File: src/rtl/sn74_pkg.sv
// Shared definitions for the 74-series style counter parts: JK cell function
// encodings and the modulus range check used at elaboration.
package sn74_pkg;

  typedef enum logic [1:0] {
    JK_HOLD   = 2'b00,
    JK_RESET  = 2'b01,
    JK_SET    = 2'b10,
    JK_TOGGLE = 2'b11
  } jk_fn_e;

  // True when 2 <= modulus <= 2**width.
  function automatic logic modulus_ok(input int unsigned width, input int unsigned modulus);
    return (modulus >= 32'd2) && (64'(modulus) <= (64'd1 << width));
  endfunction

endpackage

File: src/rtl/jk_bit.sv
// Single JK flip-flop with asynchronous active-low clear; Q_bar is the
// complement of the stored bit.
module jk_bit
  import sn74_pkg::*;
(
  input  logic CLK,
  input  logic CLR_bar,
  input  logic J,
  input  logic K,
  output logic Q,
  output logic Q_bar
);

  logic q_q;
  logic q_d;

  always_comb begin
    q_d = q_q;
    case (jk_fn_e'({J, K}))
      JK_HOLD:   q_d = q_q;
      JK_RESET:  q_d = 1'b0;
      JK_SET:    q_d = 1'b1;
      JK_TOGGLE: q_d = ~q_q;
      default:   q_d = q_q;
    endcase
  end

  always_ff @(posedge CLK or negedge CLR_bar) begin
    if (!CLR_bar) q_q <= 1'b0;
    else          q_q <= q_d;
  end

  assign Q     = q_q;
  assign Q_bar = ~q_q;

endmodule

File: src/rtl/jk_sync_counter.sv
// Loadable synchronous up/down modulus counter built from JK bit cells.
// Only J/K steering, the carry chain, terminal detect and RCO live here.
module jk_sync_counter
  import sn74_pkg::*;
#(
  parameter int unsigned WIDTH   = 4,
  parameter int unsigned MODULUS = 32'd1 << WIDTH
) (
  input  logic             CLK,
  input  logic             CLR_bar,
  input  logic             SCLR_bar,
  input  logic             LOAD_bar,
  input  logic [WIDTH-1:0] D,
  input  logic             ENP,
  input  logic             ENT,
  input  logic             UP,
  output logic [WIDTH-1:0] Q,
  output logic [WIDTH-1:0] Q_bar,
  output logic             RCO
);

  localparam logic [WIDTH-1:0] MOD_M1 = WIDTH'(MODULUS - 32'd1);

  if (!modulus_ok(WIDTH, MODULUS)) begin : g_bad_modulus
    $error("jk_sync_counter: MODULUS must be in 2..2**WIDTH");
  end

  logic [WIDTH-1:0] q_w;
  logic [WIDTH-1:0] qb_w;
  logic [WIDTH-1:0] j_c;
  logic [WIDTH-1:0] k_c;
  logic [WIDTH-1:0] carry_c;
  logic [WIDTH-1:0] wrap_c;
  logic [WIDTH-1:0] toggle_c;
  logic [WIDTH-1:0] d_eff_c;
  logic             terminal_c;

  // Up/down carry chain: bit i toggles when all lower bits are 1 (up) or 0 (down).
  always_comb begin
    logic run;
    run     = 1'b1;
    carry_c = '0;
    for (int i = 0; i < int'(WIDTH); i++) begin
      carry_c[i] = run;
      run        = run & (UP ? q_w[i] : ~q_w[i]);
    end
  end

  // At the terminal state the toggle mask jumps straight to the wrap value.
  always_comb begin
    terminal_c = UP ? (q_w == MOD_M1) : (q_w == '0);
    wrap_c     = UP ? '0 : MOD_M1;
    toggle_c   = terminal_c ? (q_w ^ wrap_c) : carry_c;
    d_eff_c    = (32'(D) < MODULUS) ? D : MOD_M1;
  end

  // Cell steering in priority order: sync clear, load, count, hold.
  always_comb begin
    j_c = '0;
    k_c = '0;
    if (!SCLR_bar) begin
      k_c = '1;
    end else if (!LOAD_bar) begin
      j_c = d_eff_c;
      k_c = ~d_eff_c;
    end else if (ENP && ENT) begin
      j_c = toggle_c;
      k_c = toggle_c;
    end
  end

  for (genvar i = 0; i < int'(WIDTH); i++) begin : g_bit
    jk_bit u_bit (
      .CLK    (CLK),
      .CLR_bar(CLR_bar),
      .J      (j_c[i]),
      .K      (k_c[i]),
      .Q      (q_w[i]),
      .Q_bar  (qb_w[i])
    );
  end

  assign Q     = q_w;
  assign Q_bar = qb_w;
  assign RCO   = ENT & terminal_c;

endmodule

File: config.mk
export PLATFORM = sky130hd
export DESIGN_NAME = jk_sync_counter
export DESIGN_NICKNAME = d
export VERILOG_FILES = /design/src/rtl/sn74_pkg.sv /design/src/rtl/jk_bit.sv /design/src/rtl/jk_sync_counter.sv
export SDC_FILE = /design/constraint.sdc
export NUM_CORES = 1
export LEC_CHECK = 0
export ABC_AREA = 1
export CORE_AREA = 2 2 39 41
export DETAILED_ROUTE_END_ITERATION = 7
export DIE_AREA = 0 0 41 43
export GPL_TIMING_DRIVEN = 0
export HOLD_SLACK_MARGIN = 0.03
export PLACE_DENSITY = 0.64
export SYNTH_ARGS = -nofsm -noshare
export SYNTH_HDL_FRONTEND = slang
export SYNTH_SLANG_ARGS = --single-unit
File: constraint.sdc
create_clock -name CLK -period 1.9 [get_ports CLK]
set_input_delay 0.38 -clock CLK [delete_from_list [all_inputs] [get_ports CLK]]
set_output_delay 0.38 -clock CLK [all_outputs]
set_load 0.005 [all_outputs]
==> results.yml <==
cells_and_area:
  largest_register_ffs: 4
  seqCellArea_um2: 101
  fillers: 143
  final_core_util_pct: 48.7
  synthToLayoutAreaGrowth_pct: 67.9
  final_nets: 101
  final_area_um2: 674
  n_antenna_cell: 0
  drive_gt1_share_pct: 33.0
  multi_input_area_um2: 205
cts:
  cts_buffers: 3
  holdBufCountCts: 0
  h-tree-depth: 1
  path_clk_slew_ps: 30
  cts_tree: "yes"
  clk_path_buf_depth: 2
  cts.sinks: 4
  clk_latency_ps: 230
  clock-root-buffer: "clkbuf_4"
synth:
  synth.yosys.seq_area_share_pct: 24.9
  yosys.cell_types.count: 18
  synth_cells: 62
  ys_ff_latch: 4
  postSynthAreaPerCell_um2: 6.48
  yosysWarnings: 0
  netlist_area_um2: 402
  synth_nets: 73
sta:
  post-route-period-util_pct: 92.7
  fin_crit_ps: 1760
  finalMaxSlewViolations: 0
  rsz0062_at_grt: "no"
  finalSetupViolCount: 0
  hold_viol: 0
  skew_ps: 1.85
  worst_slew_pin_slew_ps: 274
  maxSlewHeadroom_pct: 81.7
  clock.fmax_ghz: 0.568
  fin_ws_ps: 138
floorplan:
  die_h_um: 43
  coreArea_um2: 1380
  die_w_um: 41
  start_util_pct: 29.0
  rows: 14
  io_pins: 20
  die_area_um2: 1760
global_routing:
  met1_usage_pct: 12.7
  gr-usage-met3_pct: 1.57
  grt_pass1_vias: 395
  antenna_found_initial: 0
  grt_max_degree: 9
  grt_overflow: 0
  grt_pass1_wl_um: 1440
  grt_usage_pct: 11.9
  busiest_layer: "met2"
  gr-usage-met2_pct: 20.9
min_path:
  hold_path_class: "primary input to asynchronous set/reset pin"
route:
  wl_per_cell_um: 8.75
  drc: 0
  drt_wl_total_um: 910
  dr.pass1.iters: 2
  ant_nets: 0
  vias: 447
  initialDrtViolationCount: 5
  via_per_inst: 4.30
setup_path:
  end_kind: "primary output"
  worst_r2r_path_depth: 9
  rr_startpoint: "g_bit[0].u_bit.Q"
  cp_top_family: "buffers and inverters"
  critPathArrivalTime_ps: 1380
  cp_slowest_cell: "clkdlybuf4s50_1"
  critPathMaxFanout: 3
  cp_common_cell: "buf_4"
  regToRegEndpoint: "g_bit[2].u_bit.Q"
  required_ps: 1520
  crit_type: "register to primary output"
  slowest_delay_ps: 480
  crit_chain: "inv_2 > buf_4 > buf_4 > clkdlybuf4s50_1"
  r2r_slack_ps: 710
  critPathBufInv: 4
  worstSetupStartpointType: "register"
placed_design:
  placed_area_um2: 612
  dp_slack_ps: -319
  port_buffers: 19
  hpwl_um: 681
  gp_congestion: 0.699
pwr:
  power_frac_comb_pct: 39.6
  power.internal_mw: 0.243
  switchingPower_mw: 0.0929
  seqPwrFrac_pct: 30.1
  p_clk_share_pct: 30.3
  switching_share_pct: 27.7
  p_leak_nw: 0.361
  vdd_ir_drop_max_v: 0.000254
  finalPower_mw: 0.336
  p_per_area_nw_per_um2: 498
status:
  status: "completed"
job:
  drv_cap: 0
==> through the flow <==
step / hold WS [ps] / std cells / setup TNS, ps
detailed placement: 597 / 97 / -319
global route: 362 / 104 / 0
CTS: 354 / 104 / 0
floorplan: 84.4 / 62 / 0
finish: 349 / 104 / 0
global placement: 595 / 97 / -327
==> cells in the final DEF, fill, tap and decap left out <==
master and n:
buf_4 12, nor2_1 9, nand3_1 3, dlymetal6s2s_1 1, inv_1 6, dfrtp_1 3
nand4_1 1, dfrtp_2 1, nand2_1 13, nand2_2 3, nand3_2 1, nor2_2 1
clkdlybuf4s50_1 17, nor3_2 1, o21ai_0 1, clkbuf_4 3, o21a_1 1, a21oi_1 1
inv_2 5, nor2_8 1, o221ai_1 1, o21ai_1 2, clkdlybuf4s15_2 1
==> worst max-delay path by stage <==
| stage | to | depth (start not counted) | start |
|---|---|---|---|
| after floorplan | RCO | 4 | g_bit[1].u_bit.Q |
| after global placement | RCO | 6 | UP |
| after detailed placement | RCO | 6 | UP |
| after CTS | RCO | 4 | g_bit[2].u_bit.Q |
| after global routing | Q_bar[1] | 4 | g_bit[1].u_bit.Q |
| final | Q_bar[3] | 4 | g_bit[3].u_bit.Q |
==> cells in the mapped netlist <==
master / count / area share [%]
buf_4: 8 / 15
nor2_2: 1 / 1.6
nand2_1: 13 / 12
nand2_2: 3 / 4.7
nand4_1: 1 / 1.6
o21a_1: 1 / 1.9
o221ai_1: 1 / 2.2
nand3_1: 3 / 3.7
dfrtp_1: 4 / 25
a21oi_1: 1 / 1.2
nor2_8: 1 / 5.0
inv_2: 3 / 2.8
o21ai_0: 1 / 1.2
inv_1: 8 / 7.5
nor2_1: 9 / 8.4
o21ai_1: 2 / 2.5
nor3_1: 1 / 1.2
nand3_2: 1 / 2.5
==> power groups by stage <==
stage	combinational, mW	clock (mW)	sequential, mW
finish	0.133	0.102	0.101
global route	0.145	0.107	0.103
CTS	0.134	0.105	0.101
detailed placement	0.124	0	0.101
global placement	0.123	0	0.101
floorplan	0.0654	0	0.0991
==> final cells by class <==
| class | instances | share of cell area, % |
|---|---|---|
| multi-input cells | 39 | 30.4 |
| repair buffers | 23 | 33.2 |
| flip-flops and latches | 4 | 15.0 |
| well taps | 16 | 2.97 |
| clock buffers | 3 | 3.34 |
| plain buffers | 8 | 8.91 |
| inverters | 11 | 6.12 |
==> worst reg2reg max path: stages (launching register included) <==
cell and delay (ps):
dfrtp_1 440, inv_2 70, nand2_1 70, nand2_2 90, nor2_8 120, nand2_1 60
nand2_1 50, nand3_1 70, nand2_1 70, inv_1 30
==> per-layer routing <==
layer  vias up  routed length [µm]
li1        235                   -
met1       196                 348
met2        14                 495
met4         0                   8
met5         -                   0
met3         2                  57
==> timing repair <==
item | 4_1_cts | 5_1_grt
endpoints found under the hold margin | 0 | 0
setup buffers | 4 | 0
gates resized for setup | 6 | 2
pin swaps | 0 | 0
setup endpoints to repair | 1 | 1
==> logic make-up after synthesis <==
kind of cell	share of synthesized area, %
flops	24.9
simple gates	40.8
compound gates	9.03
buf+inv	25.2
No activity file was read; power rests on OpenSTA's default activity.
==> edit 1, RTL diff (same settings) <==
Change the parameter `WIDTH` from 4 to 5.
--- a/src/rtl/jk_sync_counter.sv
+++ b/src/rtl/jk_sync_counter.sv
@@ -4,5 +4,5 @@
   import sn74_pkg::*;
 #(
-  parameter int unsigned WIDTH   = 4,
+  parameter int unsigned WIDTH   = 5,
   parameter int unsigned MODULUS = 32'd1 << WIDTH
 ) (
Ports: changed (resized D, Q and Q_bar); port bits go from 20 to 23. The function was not compared with the original's and may differ.
==> edit 1 against the original RTL <==
Sequential cell count up 1. Die area is the same. Critical path type unchanged. Final area rose by 18%. Critical path depth is 2 higher. Utilization grew 8.7 points. Synthesized area increased by 32%. Wire length increased by 19%. Worst setup slack worse by 0.026 ns. Power grew 20%. Sequential power rose by 25%.
==> edit 1: results (changes against the original RTL) <==
| Metric | Value |
|---|---|
| Hpwl dp | `884 um (+30%)` |
| Vias in the first global route | `475 (+20%)` |
| WL final | `1.08 mm (+19%)` |
| Met2 GRT Util | `0.222 (+0.0125)` |
| Max_slew headroom | `0.847 (+0.0303)` |
| CP Capture Point | `RCO` |
| Family with the most delay on the worst path | `flip-flops` |
| Post-synthesis xor/xnor area fraction | `0.0306 (+0.0306)` |
| Routability cong. | `0.779 (+12%)` |
| IO buf count | `20 (+1)` |
| Seq pwr share | `0.312 (+0.011)` |
| First DRT Iteration DRCs | `8 (+3)` |
| GRT Total Usage | `0.157 (+0.0377)` |
| Crit path max fanout | `5 (+2)` |
| Hold WS | `0.359 ns (+0.0100 ns)` |
| Layout cells sized above 1 | `0.225 (-0.104)` |
| First-pass GRT wire length | `1.84 mm (+28%)` |
| # fillers | `141 (-1.4%)` |
| Logic pwr share | `0.386 (-0.010)` |
| Syn_area_per_cell | `6.26 sq um (-3.4%)` |
| Clock-net power | `122 uW (+20%)` |
| Synth Area in Compound Gates | `0.0824 (-0.00799)` |
| Status | `finished, final reports clean` |
| Max rail drop VDD | `0.355 mV (+40%)` |
| Largest net degree at the start of global routing | `11 (+2)` |
| Ranking of synthesized cells by area | `dfrtp_1 24%, nand2_1 16%, buf_4 16%` |
[edit 1: cell types whose count changed in the layout (fill, tap and decap cells not counted), sizes merged, moves of 2 or more]
cell / change
nand2: +7
nand3: +6
inv: +4
buf: +2
clkdlybuf4s50: +2
[edit 1: stage by stage]
step	area, sq um	utilization
after floorplan	532	-
after global placement	752	0.543
after detailed placement	752	0.543
after CTS	793	0.573
after global routing	795	0.574
final	795	0.574
[edit 1: timing repair]
action	4_1_cts	5_1_grt
gates resized for setup	3	1
setup endpoints to repair	1	1
setup buffers	2	0
[edit 1: final cells by class]
type / count / area, sq um / area share
Timing Repair Buffer: 22 / 215 / 0.271
Clock buffer: 4 / 26.3 / 0.0331
Tap cell: 16 / 20.0 / 0.0252
Buffer: 12 / 93.8 / 0.118
Inverter: 15 / 61.3 / 0.0772
Multi-Input combinational cell: 53 / 251 / 0.317
Sequential cell: 5 / 126 / 0.159
